==> src/rtl/score_keeper.sv <==
// Game score keeper: IDLE/PLAY/OVER control, saturating 3-digit BCD score,
// survival bonus from the score-rate tick, session high score and game-over blink.

module score_bcd_digit (
   input  logic [3:0] d,
   input  logic [1:0] cin,
   output logic [3:0] sum,
   output logic       cout
);
   logic [4:0] raw;

   // cin never exceeds 2, so a single -10 correction always suffices
   always_comb begin
      raw = {1'b0, d} + {3'b000, cin};
      if (raw >= 5'd10) begin
         sum  = 4'(raw - 5'd10);
         cout = 1'b1;
      end else begin
         sum  = raw[3:0];
         cout = 1'b0;
      end
   end
endmodule

module score_keeper #(
   parameter int SURVIVE_TICKS = 8,
   parameter int BLINK_TICKS   = 4
) (
   input  logic        clk,
   input  logic        reset,
   input  logic        tick,
   input  logic        start,
   input  logic        pipe_pass,
   input  logic        collide,
   output logic [11:0] score_bcd,
   output logic [11:0] high_bcd,
   output logic        playing,
   output logic        game_over,
   output logic        blank,
   output logic        new_high
);
   localparam int NUM_DIGITS = 3;
   localparam int SW = $clog2(SURVIVE_TICKS) + 1;
   localparam int BW = $clog2(BLINK_TICKS) + 1;

   typedef enum logic [1:0] {IDLE, PLAY, OVER} state_t;

   state_t                          state, state_nxt;
   logic                            playing_d, game_over_d;
   logic                            start_game;
   logic                            over_first;
   logic                            bonus;
   logic [1:0]                      inc;
   logic [SW-1:0]                   surv_cnt;
   logic [BW-1:0]                   blink_cnt;
   logic [NUM_DIGITS-1:0][3:0]      cur_dig, sum_dig;
   logic [NUM_DIGITS-1:0]           carry;
   logic [11:0]                     score_inc;

   // ---------------- FSM ----------------
   always_ff @(posedge clk) begin
      if (reset) state <= IDLE;
      else       state <= state_nxt;
   end

   always_comb begin
      state_nxt = state;
      case (state)
         IDLE:    if (start)   state_nxt = PLAY;
         PLAY:    if (collide) state_nxt = OVER;
         OVER:    if (start)   state_nxt = PLAY;
         default:              state_nxt = IDLE;
      endcase
   end

   always_comb begin
      playing_d   = (state_nxt == PLAY);
      game_over_d = (state_nxt == OVER);
      start_game  = (state_nxt == PLAY) && (state != PLAY);
   end

   always_ff @(posedge clk) begin
      if (reset) begin
         playing   <= 1'b0;
         game_over <= 1'b0;
      end else begin
         playing   <= playing_d;
         game_over <= game_over_d;
      end
   end

   // ---------------- score increment ----------------
   always_comb begin
      bonus = (state == PLAY) && tick && (surv_cnt == SW'(SURVIVE_TICKS - 1));
      inc   = {1'b0, pipe_pass} + {1'b0, bonus};
   end

   assign cur_dig = score_bcd;

   genvar g;
   generate
      for (g = 0; g < NUM_DIGITS; g++) begin : g_dig
         logic [1:0] dcin;
         if (g == 0) begin : g_lsd
            assign dcin = inc;
         end else begin : g_upper
            assign dcin = {1'b0, carry[g-1]};
         end
         score_bcd_digit u_dig (
            .d    (cur_dig[g]),
            .cin  (dcin),
            .sum  (sum_dig[g]),
            .cout (carry[g])
         );
      end
   endgenerate

   // a carry out of the hundreds digit means the true sum passed 999
   assign score_inc = carry[NUM_DIGITS-1] ? 12'h999 : sum_dig;

   // ---------------- datapath ----------------
   always_ff @(posedge clk) begin
      if (reset) begin
         score_bcd  <= '0;
         high_bcd   <= '0;
         surv_cnt   <= '0;
         blink_cnt  <= '0;
         blank      <= 1'b0;
         new_high   <= 1'b0;
         over_first <= 1'b0;
      end else begin
         over_first <= (state == PLAY) && collide;

         if (start_game) begin
            score_bcd <= '0;
            surv_cnt  <= '0;
         end else if (state == PLAY) begin
            if (tick)     surv_cnt  <= bonus ? '0 : surv_cnt + 1'b1;
            if (!collide) score_bcd <= score_inc;
         end

         if (state == OVER && !start_game) begin
            if (tick) begin
               if (blink_cnt == BW'(BLINK_TICKS - 1)) begin
                  blink_cnt <= '0;
                  blank     <= ~blank;
               end else begin
                  blink_cnt <= blink_cnt + 1'b1;
               end
            end
         end else begin
            blink_cnt <= '0;
            blank     <= 1'b0;
         end

         // valid-digit BCD values order the same as plain binary
         if (over_first && (score_bcd > high_bcd)) high_bcd <= score_bcd;

         new_high <= (state == OVER) && !start_game &&
                     (new_high || (over_first && (score_bcd > high_bcd)));
      end
   end
endmodule

==> config.mk <==
export PLATFORM = sky130hd
export DESIGN_NAME = score_keeper
export DESIGN_NICKNAME = d
export VERILOG_FILES = /design/src/rtl/score_keeper.sv
export SDC_FILE = /design/constraint.sdc
export NUM_CORES = 1
export LEC_CHECK = 0
export ABC_AREA = 1
export CAP_MARGIN = 10
export CORE_MARGIN = 4
export CORE_UTILIZATION = 50
export CTS_CLUSTER_SIZE = 10
export DETAILED_ROUTE_END_ITERATION = 8
export PLACE_DENSITY = 0.73
export SYNTH_ARGS = -nofsm -noshare
export SYNTH_HDL_FRONTEND = slang
export SYNTH_SLANG_ARGS = --single-unit
==> constraint.sdc <==
create_clock -name clk -period 6.5 [get_ports clk]
set_input_delay 1.3 -clock clk [delete_from_list [all_inputs] [get_ports clk]]
set_output_delay 1.3 -clock clk [all_outputs]
set_load 0.005 [all_outputs]
==> results of run 1 <==
worst max-delay path, delay by kind of cell:
family	cells	cell delay, ps
AND/OR/NAND/NOR	17	1820
AO/OA/AOI/OAI	1	130
XOR/XNOR	1	160
buffers and inverters	5	840
adder cells (fa/ha/maj)	8	1810
worst max path at each step:
stage               startpoint           end  slack (ps)
floorplan                 tick  score_bcd[4]        1450
global placement          tick  score_bcd[0]         590
detailed placement        tick  score_bcd[1]         400
CTS                       tick  score_bcd[1]         670
global route              tick  score_bcd[5]         110
finish                    tick  score_bcd[1]         650
routing by layer:
layer	track usage, %	share of wire (%)	wire length (µm)
met5	0	0	0
met4	4.02	0.63	30
met3	4.37	4.2	203
met2	26.7	46	2190
met1	22.2	49	2370
where the power goes:
part           internal, µW  switching [µW]
Combinational          31.5            51.9
Sequential              238            4.64
Clock                  72.0            79.5
cell usage after synthesis (all sizes together):
cell type	n	area share, %
a211oi	1	0.32
a21oi	33	8.3
a221oi	1	0.38
and2	1	0.38
buf	7	3.0
dfxtp	38	33
fa	1	0.86
ha	21	11
inv	54	8.7
nand2	77	13
nand3	28	7.2
nand4	3	0.81
nor2	34	7.3
nor3	3	0.65
nor3b	1	0.32
o211ai	1	0.32
o21a	1	0.32
o21ai	8	1.7
o21bai	1	0.32
o22ai	2	0.54
xor2	3	1.1
cell families after synthesis:
kind of cell,synth area share (%)
compound gates,12.2
buf+inv,11.7
simple gates,30.0
flops,32.8
fa+ha+maj,12.2
xor+xnor,1.13
state kept, by name (all words and copies together), names as in the netlist:
| signal | cells |
|---|---|
| state | 2 |
| score_bcd | 12 |
| playing | 1 |
| game_over | 1 |
| blank | 1 |
| surv_cnt | 4 |
| over_first | 1 |
| new_high | 1 |
| high_bcd | 12 |
| blink_cnt | 3 |
stage by stage:
step / setup WS (ps) / util (%) / instance area, µm²
after floorplan: 1450 / - / 2320
after global placement: 585 / 59.9 / 2650
after detailed placement: 404 / 59.9 / 2650
after CTS: 666 / 61.7 / 2730
after global routing: 114 / 61.7 / 2730
final: 649 / 61.7 / 2730
cell type report:
cell class / count / area (µm²)
fill: 426 / 1690
sequential: 38 / 761
clock inverter: 2 / 10.0
tap: 52 / 65.1
multi-input combinational: 220 / 1290
clock buffer: 5 / 68.8
timing repair buffer: 33 / 330
inverter: 54 / 203
==> results.env, run 1 <==
OVERFLOW=0
MOST-COMMON-LAYOUT-CELLS='sky130_fd_sc_hd__nand2_1 (71), sky130_fd_sc_hd__inv_1 (49), sky130_fd_sc_hd__dfxtp_1 (38)'
CTS_MADE_BUFFERS=5
CRIT_PATH_START_KIND='input pin'
GRT_PASS1_WL_UM=8210
STATUS='finished, final reports clean'
CLOCKBUFFERDEPTH=2
WORST-PATH-MAX-FANOUT=10
FINAL_NET_COUNT=380
FINAL_SKEW_PS=4.45
DR.FIRST_ITER.DRC_COUNT=83
POST_SYNTH_INSTANCE_AREA_UM2=2320
ANTENNA_CELLS_INSERTED=0
GLOBAL_ROUTE.USAGE.TOTAL_PCT=16.6
YOSYSWARNINGS=0
CAP_VIOL_MAX_COUNT=0
FINALCRITPERIODSHARE_PCT=90.0
START_UTIL_PCT=52.6
SEQ_CELLS_POST_SYNTH=38
HOLD_START='blink_cnt[2]'
DIE_AREA_UM2=5790
DRT-VIAS-PER-INSTANCE=5.08
BOUNDARYPINS=34
HOLD_PATH_DEPTH=2
LARGEST_STAGE_DELAY_ON_THE_CRITICAL_PATH_PS=570
WORSTSKEWPAIRLATENCY_PS=280
WORST_REG_TO_REG_PATH_CELL_COUNT=33
CTS_TREE='yes'
WORSTPATHARRIVAL_PS=6060
VDD.IR_DROP.WORST_V=0.000143
SYNTH_FP_NETS=347
GRT_MAX_DEGREE=26
ROWS=24
GRT_SETUP_UNREPAIRED='false'
PATH_CLK_SLEW_PS=70
GP_CONGESTION=0.792
HTREE_NUM_LEVELS=2
HOLD_VIOL_FINAL=0
R2R-START='state[0]'
DRC_ERRORS=0
DRT-PASS1-ITER-COUNT=4
NUMBER_OF_SETUP_BUFFERS_ADDED_AFTER_CTS=0
CELLLEAKAGEPOWER_uW=0.00116
INSTANCES_NO_FILL=404
FINAL.MIN_CLOCK_PERIOD_PS=5850
SYNTHESIS.INSTANCES=319
SYN_AVG_CELL_AREA_UM2=7.27
POST_CTS_RESIZED=0
PLACED_CELL_COUNT=397
POST-DP-HPWL_UM=3670
RR_ENDPOINT='score_bcd[1]'
IO_BUFFER_COUNT=33
RELSLEWSLACK_PCT=63.8
POWER_DENSITY_nW_PER_UM2=175
ROUTE.VIAS.TOTAL=2052
TIMING.FINAL.SETUP_VIOLATIONS=0
DIE_HEIGHT_UM=76.1
NUMBER_OF_SINKS_ON_THE_CLOCK_NET=38
YOSYS.CELL_TYPES.COUNT=35
END_KIND='flip-flop'
MASTER_OF_THE_SLOWEST_INSTANCE_ON_THE_CRITICAL_PATH='sky130_fd_sc_hd__clkdlybuf4s50_1'
TIMING.CRITICAL_PATH.REQUIRED_PS=6710
CORE_UM2=4410
MOST_FREQUENT_STANDARD_CELL_IN_THE_LAYOUT_EXCLUDING_FILL_AND_TAP_CELLS='sky130_fd_sc_hd__nand2_1'
FINALPOWER_uW=478
TNS_PS=0
HIGHEST_CLOCK_FREQUENCY_THE_DESIGN_CAN_MEET_MHz=171
NUMBER_OF_NETS_STILL_FAILING_ANTENNA_CHECKS_AFTER_ROUTING=0
DIE_W_UM=76.1
ROUTED_WL_UM=4790
FIRST_GLOBAL_VIAS=1847
DRIVE_GT1_SHARE_PCT=9.94
AREA.GROWTH.SYNTH_TO_FINAL_PCT=17.5
TIGHTEST_HOLD_CHECK_TYPE='flip-flop to flip-flop'
CRITICAL-PATH-TOP-CELL-BY-COUNT='sky130_fd_sc_hd__nand2_1'
CLK_ROOT_BUFFER_CELL='sky130_fd_sc_hd__clkbuf_8'
WORSTSETUPPATHTYPE='input pin to flip-flop'
CTS_HOLD_REPAIR.BUFFERS=0
TIGHTEST_SLEW_PS=543
AVGROUTEDWIREPERCELL_UM=11.9
SYNTH_SEQ_AREA_SHARE_PCT=32.8
REG2REG_SETUP_SLACK_PS=1780
FINAL.HOLD.WORST_SLACK_PS=462
HOLD-PATH-ENDPOINT='blink_cnt[2]'
SLEW_VIOLATIONS=0
ANTENNA_VIOLATIONS_BEFORE_REPAIR=0
(Power assumes the default switching activity.)
==> inputs of run 2 (changes only) <==
--- a/config.mk
+++ b/config.mk
@@ -8,10 +8,10 @@
 export ABC_AREA = 1
 export CAP_MARGIN = 10
 export CORE_MARGIN = 4
-export CORE_UTILIZATION = 50
+export CORE_UTILIZATION = 47
 export CTS_CLUSTER_SIZE = 10
 export DETAILED_ROUTE_END_ITERATION = 8
-export PLACE_DENSITY = 0.73
+export PLACE_DENSITY = 0.79
 export SYNTH_ARGS = -nofsm -noshare
 export SYNTH_HDL_FRONTEND = slang
 export SYNTH_SLANG_ARGS = --single-unit
==> run 2 against run 1 <==
Compared with the run above: worst hold slack better by 5.1 ps; first-iteration DRC count is 12% higher; largest cell class unchanged; via count grew 0.68%; die area grew 5.7%; routed wire length rose by 3.1%; final cell count rose by 4.0%; utilization down 3.8 points; clock skew up 0.64 ps; clock-buffer cell count rose by 2; global-route usage grew 0.81 points; maximum frequency barely moved.
==> results.env, run 2 (synthesized netlist as in run 1, its figures left out) <==
GLOBALROUTEMET2UTIL_PCT=30.4
TIMING.FINAL.SETUP_VIOLATIONS=0
SLEW_VIOLATIONS=0
DRIVE_GT1_SHARE_PCT=9.92
GRT_SETUP_UNREPAIRED='false'
TIGHTEST_SLEW_PS=499
LARGEST_STAGE_DELAY_ON_THE_CRITICAL_PATH_PS=550
HIGHEST_CLOCK_FREQUENCY_THE_DESIGN_CAN_MEET_MHz=171
BOUNDARYPINS=34
GRT_BUSIEST_LAYER='met2'
GRT_MAX_DEGREE=26
PLACED_CELL_COUNT=412
DIE_HEIGHT_UM=78.3
CLK_ROOT_BUFFER_CELL='sky130_fd_sc_hd__clkbuf_8'
FILLERS=446
HOLD_VIOL_FINAL=0
MOST-COMMON-LAYOUT-CELLS='sky130_fd_sc_hd__nand2_1 (71), sky130_fd_sc_hd__inv_1 (49), sky130_fd_sc_hd__dfxtp_1 (38)'
WORST-PATH-MAX-FANOUT=10
FINISH.UTILIZATION_PCT=58.0
ANTENNA_CELLS_INSERTED=0
REG2REG_SETUP_SLACK_PS=1740
WORSTPATHARRIVAL_PS=6050
CORE_UM2=4750
FINAL_SKEW_PS=5.09
NUMBER_OF_SINKS_ON_THE_CLOCK_NET=38
GR-USAGE-MET1_PCT=21.0
RELSLEWSLACK_PCT=66.7
FINAL.MIN_CLOCK_PERIOD_PS=5850
ROUTED_WL_UM=4940
NUMBER_OF_SETUP_BUFFERS_ADDED_AFTER_CTS=0
MOST_FREQUENT_STANDARD_CELL_IN_THE_LAYOUT_EXCLUDING_FILL_AND_TAP_CELLS='sky130_fd_sc_hd__nand2_1'
POWER_DENSITY_nW_PER_UM2=180
GP_CONGESTION=0.799
ANTENNA_VIOLATIONS_BEFORE_REPAIR=0
WORSTSKEWPAIRLATENCY_PS=290
DRC_ERRORS=0
CTS_MADE_BUFFERS=5
DIE_AREA_UM2=6120
GLOBAL_ROUTE.USAGE.TOTAL_PCT=17.4
NUMBER_OF_NETS_STILL_FAILING_ANTENNA_CHECKS_AFTER_ROUTING=0
GLOBAL_ROUTE.USAGE.MET3_PCT=4.13
STATUS='finished, final reports clean'
CLOCKBUFFERDEPTH=2
TIMING.CRITICAL_PATH.REQUIRED_PS=6710
DRT-PASS1-ITER-COUNT=4
PATH_CLK_SLEW_PS=70
POST-DP-HPWL_UM=3720
END_KIND='flip-flop'
POST-PLACE-WS_PS=409
CAP_VIOL_MAX_COUNT=0
CTS_TREE='yes'
WORSTSETUPPATHTYPE='input pin to flip-flop'
FINAL_WS_SETUP_PS=654
HTREE_NUM_LEVELS=2
CRITICAL-PATH-TOP-CELL-BY-COUNT='sky130_fd_sc_hd__nand2_1'
GRT_PASS1_WL_UM=8570
FIRST_GLOBAL_VIAS=1953
TNS_PS=0
POST_CTS_RESIZED=0
TOP_REGS='high_bcd: 12 flops, score_bcd: 12 flops, surv_cnt: 4 flops'
FINALCRITPERIODSHARE_PCT=89.9
ROUTE.VIAS.TOTAL=2066
ROWS=25
AREA.GROWTH.SYNTH_TO_FINAL_PCT=18.8
CRIT_PATH_START_KIND='input pin'
CTS_HOLD_REPAIR.BUFFERS=0
AVGROUTEDWIREPERCELL_UM=11.8
OVERFLOW=0
FINAL_NET_COUNT=380
DR.FIRST_ITER.DRC_COUNT=93
IO_BUFFER_COUNT=33
FINALPOWER_uW=495
INSTANCES_NO_FILL=420
VDD.IR_DROP.WORST_V=0.000111
TIGHTEST_HOLD_CHECK_TYPE='flip-flop to flip-flop'
START_UTIL_PCT=48.8
MASTER_OF_THE_SLOWEST_INSTANCE_ON_THE_CRITICAL_PATH='sky130_fd_sc_hd__clkdlybuf4s50_1'
CELLLEAKAGEPOWER_uW=0.00116
DIE_W_UM=78.3
DRT-VIAS-PER-INSTANCE=4.92
run 2: cell count changes in the layout (fill, tap and decap cells not counted):
cell,delta
sky130_fd_sc_hd__clkbuf_8,+1
sky130_fd_sc_hd__clkinv_2,-1
sky130_fd_sc_hd__clkbuf_1,+1
run 2: final cells by class:
cell class                 instances  area (µm²)  share of cell area, %
multi-input combinational        220        1290                   46.7
sequential                        38         761                   27.6
timing repair buffer              33         330                   12.0
inverter                          54         203                   7.35
clock buffer                       7        86.3                   3.13
tap                               67        83.8                   3.04
clock inverter                     1        5.00                  0.182
run 2: per-layer routing:
| metal | vias to the layer above | share of wire, % |
|---|---|---|
| li1 | 1086 | - |
| met1 | 942 | 47 |
| met2 | 33 | 48 |
| met3 | 5 | 4.2 |
| met4 | 0 | 1.1 |
| met5 | - | 0 |
run 2: per-stage QoR:
stage	hold slack (ps)	cell area, µm²
2_1_floorplan	436	2320
6_report	467	2760
4_1_cts	465	2760
3_5_place_dp	451	2670
5_1_grt	489	2760
3_3_place_gp	445	2670
run 2: critical path: cells and delay by family:
kind                       cells  cell delay (ps)
AOI/OAI and AO/OA              1              140
xor gates and xnor gates       1              160
adders and majority gates      8             1810
buffers and inverters          5              830
and+or+nand+nor               17             1800
run 2: final timing paths:
kind | startpoint | endpoint | depth (start not counted)
setup / recovery | tick | score_bcd[5] | 32
hold / removal | blink_cnt[2] | blink_cnt[2] | 2
setup reg to reg | state[0] | score_bcd[5] | 33
hold reg to reg | blink_cnt[2] | blink_cnt[2] | 2
run 2: where the power goes:
group          switching, µW  internal [µW]
Combinational           51.2           31.6
Sequential              4.94            238
Clock                   83.3           85.6
==> inputs of run 3 (changes only) <==
--- a/config.mk
+++ b/config.mk
@@ -11,7 +11,8 @@
 export CORE_UTILIZATION = 47
 export CTS_CLUSTER_SIZE = 10
 export DETAILED_ROUTE_END_ITERATION = 8
-export PLACE_DENSITY = 0.79
+export PLACE_DENSITY = 0.78
 export SYNTH_ARGS = -nofsm -noshare
 export SYNTH_HDL_FRONTEND = slang
+export SYNTH_HIERARCHICAL = 1
 export SYNTH_SLANG_ARGS = --single-unit
==> run 3 against run 2 <==
Compared with the run above: non-clock buffer count is 12 higher; worst setup slack worse by 39 ps; first-iteration DRC count is 35% higher; worst hold slack worse by 12 ps; critical path type unchanged; via count is 13% higher; highest routed layer unchanged; sequential power hardly changed.
==> results.env, run 3 <==
STATUS='finished, final reports clean'
ROUTE.VIAS.TOTAL=2327
FIRST_GLOBAL_VIAS=2211
WORSTSETUPPATHTYPE='input pin to flip-flop'
DRT-PASS1-ITER-COUNT=4
RELSLEWSLACK_PCT=42.2
DIE_W_UM=82.3
CTS_TREE='yes'
GRT_PASS1_WL_UM=9450
CTS_HOLD_REPAIR.BUFFERS=0
FINAL_AREA_UM2=3300
CELLLEAKAGEPOWER_uW=0.00140
START_UTIL_PCT=49.6
OVERFLOW=0
DRT-VIAS-PER-INSTANCE=4.87
POST_SYNTH_INSTANCE_AREA_UM2=2600
SLEW_VIOLATIONS=0
PATH_CLK_SLEW_PS=80
SYNTH_TOP_FAMILY_BY_AREA='simple AND/OR/NAND/NOR gates'
SYNTH_SEQ_AREA_SHARE_PCT=29.3
YS_ASYNC_SR_FRACTION_PCT=0
CTS_MADE_BUFFERS=5
SYNTH_MUX_AREA_SHARE_PCT=0
POWER_DENSITY_nW_PER_UM2=161
CLK_ROOT_BUFFER_CELL='sky130_fd_sc_hd__clkbuf_8'
TNS_PS=0
FINALPOWER_uW=531
ANTENNA_VIOLATIONS_BEFORE_REPAIR=0
CRIT_PATH_START_KIND='input pin'
SYNTH_SIMPLE_GATE_AREA_SHARE_PCT=30.5
GLOBAL_ROUTE.USAGE.TOTAL_PCT=17.7
SYNTH_TOP_CELL_AREA_SHARE_PCT=29.3
TOP_REGS='high_bcd: 12 flops, score_bcd: 12 flops, surv_cnt: 4 flops'
FINAL_SKEW_PS=4.49
CRITICAL-PATH-TOP-CELL-BY-COUNT='sky130_fd_sc_hd__nand2_2'
TIMING.CRITICAL_PATH.REQUIRED_PS=6670
SYNTH-EDFF-COUNT=0
SYNTHMOSTINSTANTIATEDCELL='sky130_fd_sc_hd__nand2_1'
FINAL_NET_COUNT=440
MOST_FREQUENT_STANDARD_CELL_IN_THE_LAYOUT_EXCLUDING_FILL_AND_TAP_CELLS='sky130_fd_sc_hd__nand2_1'
SYNTHADDERAREAFRAC_PCT=13.9
CRIT_BUF_INV=9
AREA.GROWTH.SYNTH_TO_FINAL_PCT=26.9
SYN_AVG_CELL_AREA_UM2=7.24
MASTER_OF_THE_SLOWEST_INSTANCE_ON_THE_CRITICAL_PATH='sky130_fd_sc_hd__fa_2'
WORSTPATHARRIVAL_PS=6050
TIGHTEST_HOLD_CHECK_TYPE='flip-flop to flip-flop'
GRT_MAX_DEGREE=26
YOSYSWARNINGS=6
FINAL.MIN_CLOCK_PERIOD_PS=5890
VDD.IR_DROP.WORST_V=0.000123
GP_CONGESTION=0.850
SEQ_CELLS_POST_SYNTH=38
POST-DP-HPWL_UM=4200
SYNTH_TOP_FLOP_CELL='sky130_fd_sc_hd__dfxtp_1'
CAP_VIOL_MAX_COUNT=0
BOUNDARYPINS=34
HOLD_VIOL_FINAL=0
SYNTH.LARGEST_AREA_CELL='sky130_fd_sc_hd__dfxtp_1'
LIST_OF_MOST_FREQUENT_POST_SYNTHESIS_CELLS='sky130_fd_sc_hd__nand2_1 (78), sky130_fd_sc_hd__inv_1 (63), sky130_fd_sc_hd__dfxtp_1 (38)'
MOST-COMMON-LAYOUT-CELLS='sky130_fd_sc_hd__nand2_1 (70), sky130_fd_sc_hd__inv_1 (57), sky130_fd_sc_hd__dfxtp_1 (38)'
NUMBER_OF_SINKS_ON_THE_CLOCK_NET=38
POSTPLACECELLAREA_UM2=3020
TIGHTEST_SLEW_PS=867
CLOCKBUFFERDEPTH=2
SYNTH_COMPOUND_AREA_SHARE_PCT=12.2
WORSTSKEWPAIRLATENCY_PS=290
SYNTHESIS.INSTANCES=359
ANTENNA_CELLS_INSERTED=0
HTREE_NUM_LEVELS=2
YOSYS.CELL_TYPES.COUNT=33
FILLERS=437
WORST-PATH-MAX-FANOUT=6
DRIVE_GT1_SHARE_PCT=23.8
AVGROUTEDWIREPERCELL_UM=12.1
LARGEST_STAGE_DELAY_ON_THE_CRITICAL_PATH_PS=460
GRT_SETUP_UNREPAIRED='false'
DIE_HEIGHT_UM=82.3
NUMBER_OF_NETS_STILL_FAILING_ANTENNA_CHECKS_AFTER_ROUTING=0
ROUTED_WL_UM=5810
FINALCRITPERIODSHARE_PCT=90.5
YOSYS.AREA_SHARE.XOR_XNOR_PCT=0.674
DR.FIRST_ITER.DRC_COUNT=126
NETLIST_TOP_CELLS_AREA='sky130_fd_sc_hd__dfxtp_1 (29%), sky130_fd_sc_hd__ha_1 (12%), sky130_fd_sc_hd__nand2_1 (11%), sky130_fd_sc_hd__inv_1 (9.1%), sky130_fd_sc_hd__nand3_1 (4.8%)'
ROWS=26
DRC_ERRORS=0
IO_BUFFER_COUNT=33
TIMING.FINAL.SETUP_VIOLATIONS=0
CRITPATHTOPFAMILY='adder cells'
HIGHEST_CLOCK_FREQUENCY_THE_DESIGN_CAN_MEET_MHz=170
END_KIND='flip-flop'
CORE_UM2=5240
DIE_AREA_UM2=6780
[run 3: through the flow]
| stage | hold WS (ps) | util [%] | cells | setup WS (ps) |
|---|---|---|---|---|
| 2_1_floorplan | 423 | - | 362 | 510 |
| 3_5_place_dp | 447 | 57.6 | 467 | -408 |
| 5_1_grt | 475 | 62.9 | 478 | 308 |
| 3_3_place_gp | 431 | 57.6 | 467 | -184 |
| 6_report | 454 | 62.9 | 478 | 615 |
| 4_1_cts | 457 | 59.6 | 475 | 15.7 |
[run 3: path summary, 6_finish.rpt]
kind / startpoint / end / cells past startpoint / slack (ps)
max: tick / score_bcd[2] / 38 / 610
min: blank / blank / 1 / 450
min reg2reg: blank / blank / 1 / 450
max reg2reg: state[0] / score_bcd[2] / 37 / 1330
[run 3: logic make-up (layout without fill, tap and decap cells)]
family,after synthesis,count (layout)
AND/OR/NAND/NOR,170,171
buffers and inverters,77,122
AO/OA/AOI/OAI,44,44
flip-flops,38,38
adder cells (fa/ha/maj),27,27
XOR/XNOR,2,2
other,1,4
[run 3: per-layer routing]
metal	wire, µm	global-route usage (%)	part of all wire, %	vias up
li1	-	-	-	1234
met1	2770	22.9	48	1054
met2	2800	29.7	48	30
met3	160	3.36	2.8	9
met4	70	5.32	1.2	0
met5	0	0	0	-
[run 3: repair_timing]
| action | in CTS | in global routing |
|---|---|---|
| endpoints found under the setup margin | 6 | 12 |
| gates cloned | 0 | 1 |
| gates resized for setup | 4 | 37 |
| pin swaps | 1 | 13 |
| setup buffers | 0 | 2 |
[run 3: area by class of cell]
type	count	area [µm²]	share of cell area (%)
multi-input combinational	248	1680	50.8
inverter	69	259	7.86
timing repair buffer	45	423	12.8
sequential	38	761	23.1
clock buffer	7	86.3	2.62
tap	70	87.6	2.66
clock inverter	1	5.00	0.152
[run 3: worst register-to-register path, delay by kind of cell, from the launching register on]
kind	cells	cell delay (ps)
simple gates	19	1580
flops	1	370
buf+inv	7	490
fa+ha+maj	10	2370
compound gates	1	200
[run 3: where the power goes]
part | total [µW] | internal, µW | switching (µW)
clock | 168 | 85.6 | 82.0
sequential | 246 | 239 | 6.73
combinational | 117 | 44.3 | 73.1
